<file path="src/rtl/affine_interp_ctrl.sv">
// Row sequencer for the separable affine luma interpolation datapath.
// Optional phase-0 row-skipping feature is enabled by defining AFFINE_BYPASS_EN.
module affine_interp_ctrl #(
  parameter int BLK_H = 4,
  parameter int TAPS  = 8,
  parameter int RW    = $clog2(BLK_H + TAPS - 1),
  parameter int OW    = $clog2(BLK_H)
) (
  input  logic          clk,
  input  logic          rst_n,
  input  logic          start_i,
  input  logic [3:0]    frac_x_i,
  input  logic [3:0]    frac_y_i,
  output logic          ready_o,
  output logic          ref_rd_en_o,
  output logic [RW-1:0] ref_row_o,
  output logic [3:0]    h_phase_o,
  output logic [3:0]    v_phase_o,
  output logic          v_shift_en_o,
  output logic          v_valid_o,
  input  logic          out_ready_i,
  output logic [OW-1:0] out_row_o,
  output logic          done_o
);

  localparam int NR = BLK_H + TAPS - 1;
  // One spare bit so the read counter can step past the last row index.
  localparam int CW = RW + 1;

  localparam logic [1:0] S_IDLE  = 2'd0;
  localparam logic [1:0] S_FETCH = 2'd1;
  localparam logic [1:0] S_DONE  = 2'd2;

  localparam logic [CW-1:0] ROW_ZERO  = CW'(0);
  localparam logic [CW-1:0] FIRST_BYP = CW'(TAPS / 2 - 1);
  localparam logic [CW-1:0] LAST_BYP  = CW'(TAPS / 2 - 2 + BLK_H);
  localparam logic [CW-1:0] LAST_FULL = CW'(NR - 1);
  localparam logic [CW-1:0] PRIME     = CW'(TAPS - 1);

  logic [1:0]    state_q, state_d;
  logic [CW-1:0] rd_cnt_q, rd_cnt_d;
  logic [CW-1:0] last_q, last_d;
  logic [CW-1:0] cur_row_q, cur_row_d;
  logic          dv_q, dv_d;
  logic          byp_q, byp_d;
  logic [3:0]    h_q, h_d;
  logic [3:0]    v_q, v_d;

  logic          fetch_s, accept_s, rows_rem_s, valid_s, shift_s, rd_s, byp_sel_s;
  logic [CW-1:0] orow_s;

`ifdef AFFINE_BYPASS_EN
  assign byp_sel_s = (frac_y_i == 4'd0);
`else
  assign byp_sel_s = 1'b0;
`endif

  assign fetch_s    = (state_q == S_FETCH);
  assign accept_s   = start_i & (state_q != S_FETCH);
  assign rows_rem_s = fetch_s & (rd_cnt_q <= last_q);
  // In bypass every fetched row is an output row; otherwise the first TAPS-1 only prime the window.
  assign valid_s    = fetch_s & dv_q & (byp_q | (cur_row_q >= PRIME));
  assign shift_s    = fetch_s & dv_q & (valid_s ? out_ready_i : 1'b1);
  assign rd_s       = rows_rem_s & (~dv_q | shift_s);
  assign orow_s     = cur_row_q - (byp_q ? FIRST_BYP : PRIME);

  assign ready_o      = (state_q != S_FETCH);
  assign ref_rd_en_o  = rd_s;
  assign ref_row_o    = rd_s ? rd_cnt_q[RW-1:0] : {RW{1'b0}};
  assign h_phase_o    = h_q;
  assign v_phase_o    = v_q;
  assign v_shift_en_o = shift_s;
  assign v_valid_o    = valid_s;
  assign out_row_o    = valid_s ? orow_s[OW-1:0] : {OW{1'b0}};
  assign done_o       = (state_q == S_DONE);

  always_comb begin
    state_d   = state_q;
    rd_cnt_d  = rd_cnt_q;
    last_d    = last_q;
    cur_row_d = cur_row_q;
    dv_d      = dv_q;
    byp_d     = byp_q;
    h_d       = h_q;
    v_d       = v_q;
    if (accept_s) begin
      state_d  = S_FETCH;
      h_d      = frac_x_i;
      v_d      = frac_y_i;
      byp_d    = byp_sel_s;
      rd_cnt_d = byp_sel_s ? FIRST_BYP : ROW_ZERO;
      last_d   = byp_sel_s ? LAST_BYP : LAST_FULL;
      dv_d     = 1'b0;
    end else begin
      case (state_q)
        S_FETCH: begin
          if (rd_s) begin
            rd_cnt_d  = rd_cnt_q + CW'(1);
            cur_row_d = rd_cnt_q;
            dv_d      = 1'b1;
          end else if (shift_s) begin
            dv_d = 1'b0;
          end else begin
            dv_d = dv_q;
          end
          // Final row leaves the datapath with nothing left to fetch.
          if (shift_s && !rows_rem_s) begin
            state_d = S_DONE;
          end else begin
            state_d = S_FETCH;
          end
        end
        S_DONE:  state_d = S_IDLE;
        S_IDLE:  state_d = S_IDLE;
        default: state_d = S_IDLE;
      endcase
    end
  end

  always_ff @(posedge clk or negedge rst_n) begin
    if (!rst_n) begin
      state_q   <= S_IDLE;
      rd_cnt_q  <= ROW_ZERO;
      last_q    <= ROW_ZERO;
      cur_row_q <= ROW_ZERO;
      dv_q      <= 1'b0;
      byp_q     <= 1'b0;
      h_q       <= 4'd0;
      v_q       <= 4'd0;
    end else begin
      state_q   <= state_d;
      rd_cnt_q  <= rd_cnt_d;
      last_q    <= last_d;
      cur_row_q <= cur_row_d;
      dv_q      <= dv_d;
      byp_q     <= byp_d;
      h_q       <= h_d;
      v_q       <= v_d;
    end
  end

endmodule
</file>
<file path="config.mk">
export PLATFORM = sky130hd
export DESIGN_NAME = affine_interp_ctrl
export DESIGN_NICKNAME = d
export VERILOG_FILES = /design/src/rtl/affine_interp_ctrl.sv
export SDC_FILE = /design/constraint.sdc
export NUM_CORES = 1
export LEC_CHECK = 0
export ABC_CLOCK_PERIOD_IN_PS = 2100
export CORE_MARGIN = 2
export CORE_UTILIZATION = 43
export CTS_CLUSTER_DIAMETER = 50
export CTS_CLUSTER_SIZE = 10
export DETAILED_ROUTE_END_ITERATION = 8
export PLACE_DENSITY_LB_ADDON = 0.1
export SLEW_MARGIN = 20
export SYNTH_ARGS = -nofsm -noshare
export SYNTH_HDL_FRONTEND = slang
export SYNTH_SLANG_ARGS = --single-unit
</file>
<file path="constraint.sdc">
create_clock -name clk -period 2.1 [get_ports clk]
set_input_delay 0.42 -clock clk [delete_from_list [all_inputs] [get_ports clk]]
set_output_delay 0.42 -clock clk [all_outputs]
set_load 0.01 [all_outputs]
</file>
* Word level (Yosys, flattened, before mapping)
Index checks and enable logic that the tools add are counted.
** Word-level totals
- Output and inout port bits :: 19
- Flip-flop bits (word level) :: 22
- Logic and storage cells :: 44
** Operators by class
- Equal/unequal tests :: 3
- Add/subtract/negate cells :: 2
- Bitwise gates (word level) :: 9
- Multiplexer cells :: 13
- Reduce and logical (&&, ||, !) cells :: 8
- $lt $le $gt $ge :: 2
** Operator list (count)
- $mux W5 :: 3
- $mux W2 :: 4
- $and A1 B1 Y1 :: 6
- $add A5 B1 Y5 const B :: 1
- $ge A5 B3 Y1 const B :: 1
- $le A5 B4 Y1 :: 1
- $mux W1 :: 5
- $mux W4 :: 1
- $reduce_and A2 Y1 :: 2
- $reduce_bool A2 Y1 :: 2
- $reduce_and A3 Y1 :: 1
- $reduce_bool A3 Y1 :: 1
- $eq A2 B1 Y1 const B :: 1
- $eq A2 B2 Y1 const B :: 1
- $ne A2 B1 Y1 const B :: 1
- $not A1 Y1 :: 2
- $sub A2 B2 Y2 const B :: 1
- $logic_and A1 B1 Y1 :: 1
- $logic_not A1 Y1 :: 1
- $or A1 B1 Y1 :: 1

* Depth between registers and ports, before layout
Gate-level depths: netlist of the first run.
- Word-level depth :: 10
- Gate-level depth with buffers :: 7
- Gate-level depth less buffers :: 7

* Worst setup path before layout of the first run
OpenSTA, ideal clock, no wires.
- Path type :: register -> output
- From :: register rd_cnt_q[3]
- To :: output port ref_row_o[0]
- Data required time :: 1680 ps
- Setup slack :: 146 ps
- Stages on the path, launching flop included :: 7
- Arrival :: 1534 ps
- Buffers on the path :: 1
- Cells stage by stage :: dfrtp_1 ha_1 nor2b_1 o2bb2ai_4 nand4_4 buf_6 nor2_1
** On the way
- Cells in the longest elaborated chain, start to end :: 4
** Ends and longest elaborated chain
- start, declared :: line 41 : logic [CW-1:0] rd_cnt_q, rd_cnt_d;
- start signal, assigned :: line 132 : rd_cnt_q <= rd_cnt_d;
- $le A5 B4 Y1 :: line 60 : assign rows_rem_s = fetch_s & (rd_cnt_q <= last_q);
- $and A1 B1 Y1 :: line 60
- $and A1 B1 Y1 :: line 64 : assign rd_s = rows_rem_s & (~dv_q | shift_s);
- $mux W4 :: line 69 : assign ref_row_o = rd_s ? rd_cnt_q[RW-1:0] : {RW{1'b0}};
- end, declared :: line 16 : output logic [RW-1:0] ref_row_o,
No other way between the ends.

* Final worst setup path of the first run
- From :: register, netlist name last_q[1]
- To :: output port ref_row_o[2]
** On the way
- Cells in the longest elaborated chain, start to end :: 4
** Ends and longest elaborated chain (line)
- $le A5 B4 Y1 :: 60
- $and A1 B1 Y1 :: 60
- $and A1 B1 Y1 :: 64
- $mux W4 :: 69
No other way between the ends.

==> results of run 1 <==
==> what timing repair did <==
action                                  4_1_cts  5_1_grt
resized for setup                            43       16
cloned                                        1        0
pin swaps                                     7        8
endpoints found under the setup margin        9        9
setup buffers                                12        6
==> path summary, 6_finish.rpt <==
path                              startpoint            to  slack [ns]  cells after the start
worst max-delay path               last_q[1]  ref_row_o[2]       -0.17                      8
worst min-delay path                   rst_n  cur_row_q[1]        0.45                      2
worst max register to register     last_q[1]  cur_row_q[1]           0                      9
worst min register to register  v_phase_o[0]  v_phase_o[0]        0.52                      1
max in group asynchronous              rst_n     last_q[1]        1.44                      2
min in group clk                v_phase_o[0]  v_phase_o[0]        0.52                      1
==> state kept, by name, indices dropped and copies added (netlist names) <==
signal	cells
dv_q	1
state_q	2
last_q	1
v_phase_o	4
h_phase_o	4
cur_row_q	5
rd_cnt_q	5
==> per-layer routing <==
layer  global-route usage  share of wire
met1                0.249           0.43
met2                0.339           0.53
met3               0.0349          0.039
met4               0.0894         0.0083
met5                    0              0
==> cell families after synthesis <==
| group | count (synthesis) | synth area share |
|---|---|---|
| buffers and inverters | 11 | 0.0472 |
| flip-flops | 22 | 0.494 |
| AO/OA/AOI/OAI | 9 | 0.101 |
| AND/OR/NAND/NOR | 29 | 0.147 |
| adder cells (fa/ha/maj) | 4 | 0.0449 |
| multiplexers | 16 | 0.165 |
==> cell type report <==
type	count	area share
timing repair buffer	69	0.328
multi-input combinational	59	0.317
sequential	22	0.297
tap	30	0.0203
clock buffer	4	0.0196
inverter	9	0.0182
==> stage by stage <==
stage | hold slack (ns) | setup TNS, ns | util | setup slack [ns]
after floorplan | 0.124 | 0 | - | 0.146
after global placement | 0.488 | -1.35 | 0.648 | -0.263
after detailed placement | 0.496 | -1.56 | 0.648 | -0.318
after CTS | 0.457 | -0.857 | 0.712 | -0.187
after global routing | 0.467 | -1.22 | 0.755 | -0.238
final | 0.446 | -0.756 | 0.755 | -0.170
==> cells in the mapped netlist <==
cell | number | share of area
o22a_1 | 1 | 0.0079
ha_1 | 4 | 0.045
and2_2 | 1 | 0.0067
o211ai_1 | 1 | 0.0067
buf_4 | 1 | 0.0067
nor4_1 | 1 | 0.0056
nor2_1 | 6 | 0.020
a21oi_1 | 1 | 0.0045
dfrtp_1 | 22 | 0.49
o2bb2ai_4 | 1 | 0.025
nand4_4 | 1 | 0.019
nand4_1 | 1 | 0.0056
o31ai_1 | 1 | 0.0067
nand3_1 | 1 | 0.0045
buf_6 | 1 | 0.010
nor2b_1 | 3 | 0.017
mux2i_1 | 3 | 0.027
o311a_2 | 1 | 0.010
nand2_1 | 10 | 0.034
nor3_1 | 1 | 0.0045
inv_1 | 8 | 0.027
or3_4 | 1 | 0.010
o21ai_0 | 1 | 0.0045
and2b_4 | 1 | 0.0090
inv_2 | 1 | 0.0034
a211oi_4 | 2 | 0.036
and2_1 | 2 | 0.011
mux2_2 | 11 | 0.11
mux2_4 | 2 | 0.027
==> where the power goes <==
group	switching [W]	total, W	internal, W
clock	0.000129	0.000235	0.000106
sequential	0.000123	0.000743	0.000620
combinational	0.00108	0.00261	0.00153
==> flow_summary_export.csv, run 1 <==
group,metric,value,unit
worst_setup_path,cp_cell_sequence,"inv_2 -> ha_4 -> nor2b_4 -> a211oi_4 -> nand4_4 -> buf_6 -> nor2_4 -> buf_6",
finish,register_area,551,µm²
logic_synthesis,yosysSeqAreaShare,0.494,
timing,finalSetupViolCount,5,
placed_design,placedCellCount,170,
route,firstDrtPassIters,4,
grt,grtUsageTotal,0.200,
grt,grt_start_max_net_pins,23,
logic_synthesis,yosysUniqueCellTypes,29,
floorplan,rows,18,
floorplan,design.die.area,3010,µm²
finish,nNetsFinal,180,
logic_synthesis,synth_seq_cells,22,
timing,slew_viol_final,0,
route,drc,0,
floorplan,core,2450,µm²
worst_setup_path,cp_top_family,"flip-flops",
pwr,power_density,1940,nW/µm²
finish,drive_above_1_share,0.509,
logic_synthesis,synth_fp_nets,107,
finish,mostFrequentLayoutCells,"buf_4, dfrtp_1, clkdlybuf4s50_1, buf_6, mux2_2",
logic_synthesis,synth.cell_area,1110,µm²
clock_tree,numCtsBuffers,3,
placed_design,dp_hpwl,1.85,mm
finish,layout-area-overhead-vs-synth,66.4,%
timing,layout_setup_ws,-0.170,ns
placed_design,place.gp.congestion,0.864,
worst_setup_path,path_common_cell,"buf_6",
worst_setup_path,cp_max_fo,4,
logic_synthesis,syn_inst,91,
route,dr_total_vias,962,
finish,fillers,161,
floorplan,start_util,0.454,
finish,multiInputGateArea,587,µm²
grt,grt_pass1_wl,4.26,mm
min_path,hold_class,"in -> async",
grt,grt_antenna_before_repair,0,
timing,relSlewSlack,0.804,
logic_synthesis,synth_area_per_cell,12.2,µm²
clock_tree,cts_buffer_depth,2,
timing,rsz0062_at_grt,"true",
timing,hold_viol,0,
placed_design,placed_area,1590,µm²
floorplan,io_pins,31,
worst_setup_path,endpoint_kind,"output pin",
finish,final_cells,193,
clock_tree,path_clk_slew,0.13,ns
finish,diodes,0,
finish,fin_area,1850,µm²
status,status,"complete, but fails checks",
timing,skew,0.00348,ns
clock_tree,h-tree-depth,1,
finish,final_common_cell,"buf_4",
clock_tree,insertion_delay,0.30,ns
clock_tree,cts_sinks,22,
worst_setup_path,worst_setup_path_start_kind,"register",
grt,grt_pass1_vias,979,
clock_tree,cts_tree,"yes",
timing,max_freq,0.441,GHz
floorplan,die_y,54.9,µm
status,violations,"setup timing",
placed_design,numPortBuffers,30,
pwr,total_power,0.00359,W
route,wl_per_cell,14.4,µm
worst_setup_path,max_stage_delay,0.39,ns
route,drt_iter0_markers,14,
grt,grt_overflow_total,0,
pwr,vdd_ir_drop_max,1160,µV
timing,fin_crit_sh,1.08,
clock_tree,root_buffer,"clkbuf_4",
route,detail-route-antenna-nets,0,
worst_setup_path,critical_path_class,"reg -> out",
timing,worst_pin_slew,0.291,ns
route,routed_wl,2.78,mm
worst_setup_path,arrival,1.85,ns
worst_setup_path,required,1.68,ns
clock_tree,cts_hold_buf,0,
logic_synthesis,synth-warning-count,0,
worst_setup_path,cp_slowest_cell,"dfrtp_1",
worst_setup_path,path_buf_inv,3,
run,cap_violations,0,
route,via_per_inst,4.98,
timing,fin_crit,2.27,ns
pwr,leakagePower,0.889,nW
floorplan,die_w,54.9,µm
Power figures use the tool's default switching activity.
==> run 2: changes to the inputs <==
Settings changed: ABC_CLOCK_PERIOD_IN_PS 2100 to 2200, CELL_PAD_IN_SITES_DETAIL_PLACEMENT set to 1, CELL_PAD_IN_SITES_GLOBAL_PLACEMENT set to 2, CORE_UTILIZATION 43 to 30.
Clock period 2.1 ns to 2.2 ns, I/O delays scaled along.
==> run 2 against run 1 <==
Effect of this change: the run still ends with setup timing left; die area rose by 40%; worst hold slack better by 0.060 ns; utilization fell by 25 points; largest cell class is now multi-input combinational cells.
==> flow_summary_export.csv, run 2 (synthesized netlist as in run 1, its figures left out) <==
group,metric,value,unit
run,cap_violations,0,
floorplan,io_pins,31,
timing,worst_pin_slew,0.478,ns
floorplan,start_util,0.309,
min_path,holdPathEnd,"h_phase_o[0]",
pwr,power_density,1810,nW/µm²
floorplan,core,3610,µm²
floorplan,rows,22,
worst_setup_path,path_buf_inv,3,
worst_setup_path,critical_path_class,"reg -> out",
timing,hold_viol,0,
timing,max_freq,0.447,GHz
worst_setup_path,endpoint_kind,"output pin",
clock_tree,h-tree-depth,1,
timing,slew_viol_final,0,
grt,grt_pass1_wl,4.99,mm
worst_setup_path,cp_slowest_cell,"dfrtp_1",
placed_design,place.gp.congestion,0.749,
pwr,leakagePower,0.844,nW
worst_setup_path,cp_cell_sequence,"inv_2 -> ha_4 -> nor2b_4 -> o2bb2ai_4 -> nand4_4 -> buf_6 -> nor2_4 -> buf_6",
worst_setup_path,r2r-start,"last_q[1]",
placed_design,dp_hpwl,2.05,mm
worst_setup_path,r2r_end,"cur_row_q[1]",
worst_setup_path,cp_max_fo,4,
route,detail-route-antenna-nets,0,
min_path,hold_depth,1,
pwr,swShare,0.371,
clock_tree,cts_tree,"yes",
finish,layout-area-overhead-vs-synth,62.1,%
timing,rsz0062_at_grt,"true",
min_path,hold_class,"reg -> reg",
worst_setup_path,r2r_cells,10,
route,routed_wl,3.03,mm
placed_design,numPortBuffers,30,
pwr,vdd_ir_drop_max,606,µV
worst_setup_path,rrSetupSlack,0.08,ns
placed_design,placedCellCount,184,
timing,fin_crit,2.24,ns
grt,grtUsageTotal,0.159,
worst_setup_path,worst_setup_path_start_kind,"register",
clock_tree,insertion_delay,0.26,ns
finish,final_common_cell,"buf_4",
worst_setup_path,arrival,1.80,ns
finish,diodes,0,
clock_tree,root_buffer,"clkbuf_8",
clock_tree,cts_buffer_depth,2,
floorplan,design.die.area,4220,µm²
worst_setup_path,required,1.76,ns
floorplan,die_y,64.9,µm
pwr,p_clk_frac,0.088,
pwr,total_power,0.00326,W
route,wl_per_cell,15.1,µm
clock_tree,cts_sinks,22,
worst_setup_path,max_stage_delay,0.40,ns
worst_setup_path,cp_top_family,"flip-flops",
route,firstDrtPassIters,4,
grt,grt_start_max_net_pins,23,
status,violations,"setup timing",
finish,drive_above_1_share,0.464,
grt,grt_pass1_vias,1043,
route,dr_total_vias,912,
finish,reg_top3,"cur_row_q: 5 flops, rd_cnt_q: 5 flops",
pwr,combPwrFrac,0.693,
status,status,"complete, but fails checks",
pwr,seqPwrFrac,0.218,
timing,relSlewSlack,0.681,
worst_setup_path,path_common_cell,"buf_6",
clock_tree,path_clk_slew,0.08,ns
finish,mostFrequentLayoutCells,"buf_4, dfrtp_1, clkdlybuf4s50_1, mux2_2, nand2_1",
timing,fin_crit_sh,1.02,
pwr,netSwitchingPower,0.00121,W
timing,finalSetupViolCount,4,
pwr,p_int,0.00205,W
route,drt_iter0_markers,55,
min_path,hp-start,"h_phase_o[0]",
floorplan,die_w,64.9,µm
finish,final_cells,201,
route,drc,0,
timing,skew,0.00641,ns
finish,utilization,0.501,
timing,layout_setup_ws,-0.0391,ns
grt,grt_antenna_before_repair,0,
timing,whs,0.507,ns
grt,grt_overflow_total,0,
clock_tree,numCtsBuffers,3,
finish,nNetsFinal,170,
route,via_per_inst,4.54,
run 2: worst max-delay path by stage:
stage                startpoint      endpoint  cells after the start
finish                last_q[1]  ref_row_o[2]                      8
global route          last_q[1]  ref_row_o[2]                      8
CTS                 rd_cnt_q[3]  ref_row_o[3]                      7
detailed placement    last_q[1]  ref_row_o[3]                      7
global placement    out_ready_i  ref_row_o[3]                      5
floorplan           rd_cnt_q[3]  ref_row_o[0]                      6
run 2: through the flow:
stage	setup TNS [ns]	area (µm²)	worst slack [ns]
floorplan	0	1110	0.226
global placement	-1.19	1580	-0.224
detailed placement	-1.29	1580	-0.262
CTS	-0.152	1730	-0.0583
global route	-0.582	1810	-0.138
finish	-0.104	1810	-0.0391
run 2: repair_timing:
item | CTS | global route
setup endpoints to repair | 9 | 7
hold buffers | 0 | 0
setup buffers | 7 | 6
pin swaps | 5 | 6
gates resized for setup | 40 | 11
run 2: per-layer routing:
metal  vias up  share of wire  global-route usage
met5         -              0                   0
met4         0          0.019              0.0559
met3         6          0.047              0.0365
met2        22           0.56               0.294
met1       452           0.37               0.176
li1        432              -                   -
run 2: cell type report:
cell class / instances / area (µm²)
Inverter: 9 / 33.8
Fill cell: 400 / 1800
Tap cell: 48 / 60.1
Clock buffer: 4 / 55.1
Timing Repair Buffer: 60 / 536
Multi-Input combinational cell: 58 / 571
Sequential cell: 22 / 551
run 2: power groups by stage:
stage / clock, W / sequential, W / combinational [W]
after floorplan: 0 / 0.000749 / 0.000967
after global placement: 0 / 0.000705 / 0.00180
after detailed placement: 0 / 0.000715 / 0.00182
after CTS: 0.000305 / 0.000711 / 0.00207
after global routing: 0.000329 / 0.000740 / 0.00245
final: 0.000289 / 0.000713 / 0.00226
==> run 3: changes to the inputs <==
Settings changed: CELL_PAD_IN_SITES_DETAIL_PLACEMENT 1 to unset, CELL_PAD_IN_SITES_GLOBAL_PLACEMENT 2 to unset, CORE_UTILIZATION 30 to 43.
==> run 3 against run 2 <==
Effect of this change: the flow still finishes with violations (setup timing); utilization is 23 points higher; sequential share of layout area is 0.28 points higher; flip-flop and latch count stayed put; final cell count is 8.5% lower; global-route usage is 4.0 points higher.
==> flow_summary_export.csv, run 3 (synthesized netlist as in run 1, its figures left out) <==
group,metric,value,unit
timing,relSlewSlack,0.804,
route,drc,0,
worst_setup_path,cp_max_fo,4,
clock_tree,path_clk_slew,0.12,ns
grt,grt_overflow_total,0,
worst_setup_path,required,1.76,ns
floorplan,die_w,54.9,µm
placed_design,placedCellCount,169,
clock_tree,cts_sinks,22,
route,dr_total_vias,924,
clock_tree,cts_tree,"yes",
timing,rsz0062_at_grt,"true",
timing,hold_viol,0,
placed_design,dp_hpwl,1.80,mm
worst_setup_path,r2r_cells,7,
timing,fin_crit,2.33,ns
timing,finalSetupViolCount,5,
placed_design,pre_cts_ws,-0.232,ns
grt,grtUsageTotal,0.199,
finish,layout-area-overhead-vs-synth,60.7,%
route,routed_wl,2.62,mm
pwr,leakagePower,0.841,nW
route,drt_iter0_markers,10,
floorplan,die_y,54.9,µm
clock_tree,insertion_delay,0.31,ns
timing,worst_pin_slew,0.293,ns
worst_setup_path,arrival,1.89,ns
timing,layout_setup_ws,-0.132,ns
timing,skew,0.000970,ns
finish,reg_top3,"cur_row_q: 5 flops, rd_cnt_q: 5 flops",
grt,grt_antenna_before_repair,0,
finish,diodes,0,
timing,max_freq,0.429,GHz
placed_design,place.gp.congestion,0.807,
run,cap_violations,0,
worst_setup_path,rrSetupSlack,0.25,ns
route,wl_per_cell,14.2,µm
finish,nNetsFinal,171,
status,status,"complete, but fails checks",
grt,grt_start_max_net_pins,23,
clock_tree,numCtsBuffers,3,
timing,fin_crit_sh,1.06,
finish,mostFrequentLayoutCells,"buf_4, dfrtp_1, clkdlybuf4s50_1, mux2_2, nand2_1",
finish,fillers,174,
route,via_per_inst,5.02,
worst_setup_path,r2r_end,"cur_row_q[1]",
grt,grt_pass1_vias,882,
clock_tree,h-tree-depth,1,
route,detail-route-antenna-nets,0,
pwr,vdd_ir_drop_max,1260,µV
floorplan,core,2450,µm²
finish,drive_above_1_share,0.481,
route,firstDrtPassIters,4,
worst_setup_path,endpoint_kind,"output pin",
placed_design,numPortBuffers,30,
min_path,hold_class,"in -> async",
worst_setup_path,r2r-start,"rd_cnt_q[3]",
clock_tree,root_buffer,"clkbuf_4",
worst_setup_path,critical_path_class,"reg -> out",
finish,final_common_cell,"buf_4",
finish,final_cells,184,
pwr,power_density,1840,nW/µm²
clock_tree,cts_buffer_depth,2,
floorplan,start_util,0.454,
floorplan,rows,18,
status,violations,"setup timing",
floorplan,design.die.area,3010,µm²
grt,grt_pass1_wl,4.11,mm
worst_setup_path,worst_setup_path_start_kind,"register",
floorplan,io_pins,31,
timing,slew_viol_final,0,
## run 3: how the worst max path moves through the flow
| stage | start | endpoint | slack (ns) |
|---|---|---|---|
| after floorplan | rd_cnt_q[3] | ref_row_o[0] | 0.23 |
| after global placement | rd_cnt_q[3] | ref_row_o[2] | -0.21 |
| after detailed placement | rd_cnt_q[3] | ref_row_o[1] | -0.23 |
| after CTS | rd_cnt_q[3] | ref_row_o[2] | -0.19 |
| after global routing | cur_row_q[0] | ref_row_o[0] | -0.23 |
| final | rd_cnt_q[3] | ref_row_o[1] | -0.13 |
## run 3: where the power goes
group          internal [W]  switching (W)
registers          0.000593       0.000132
logic               0.00132       0.000937
clock network      0.000184       0.000128
total               0.00210        0.00120
## run 3: stage by stage
step | area [µm²] | util | hold slack (ns) | total power (W) | TNS (ns)
finish | 1790 | 0.729 | 0.470 | 0.00329 | -0.503
global route | 1790 | 0.729 | 0.482 | 0.00351 | -1.09
CTS | 1710 | 0.695 | 0.482 | 0.00304 | -0.760
detailed placement | 1580 | 0.645 | 0.496 | 0.00251 | -1.10
global placement | 1580 | 0.645 | 0.488 | 0.00247 | -1.01
floorplan | 1110 | - | 0.144 | 0.00172 | 0
## run 3: worst max-delay path, stage by stage, from the launching register on
cell	delay [ns]
dfrtp_1	0.43
ha_4	0.31
nor2b_4	0.05
a211oi_4	0.25
nand4_4	0.18
buf_6	0.17
nor2_4	0.08
buf_6	0.10
## run 3: layer usage
metal | part of all wire | GRT usage | vias to the layer above
li1 | - | - | 435
met1 | 0.41 | 0.231 | 449
met2 | 0.53 | 0.355 | 34
met3 | 0.044 | 0.0269 | 6
met4 | 0.023 | 0.106 | 0
met5 | 0 | 0 | -
## run 3: timing repair
item / 4_1_cts / 5_1_grt
resized for setup: 37 / 19
hold buffers: 0 / 0
gates cloned: 1 / 0
buffers inserted: 5 / 5
pin swaps: 5 / 7
setup endpoints to repair: 9 / 7
## run 3: cell type report
class,count,area [µm²],area share
Clock inverter,1,30.0,0.0168
Inverter,9,33.8,0.0189
Clock buffer,3,22.5,0.0126
Multi-Input combinational cell,59,583,0.326
Timing Repair Buffer,60,532,0.297
Tap cell,30,37.5,0.0210
Sequential cell,22,551,0.308
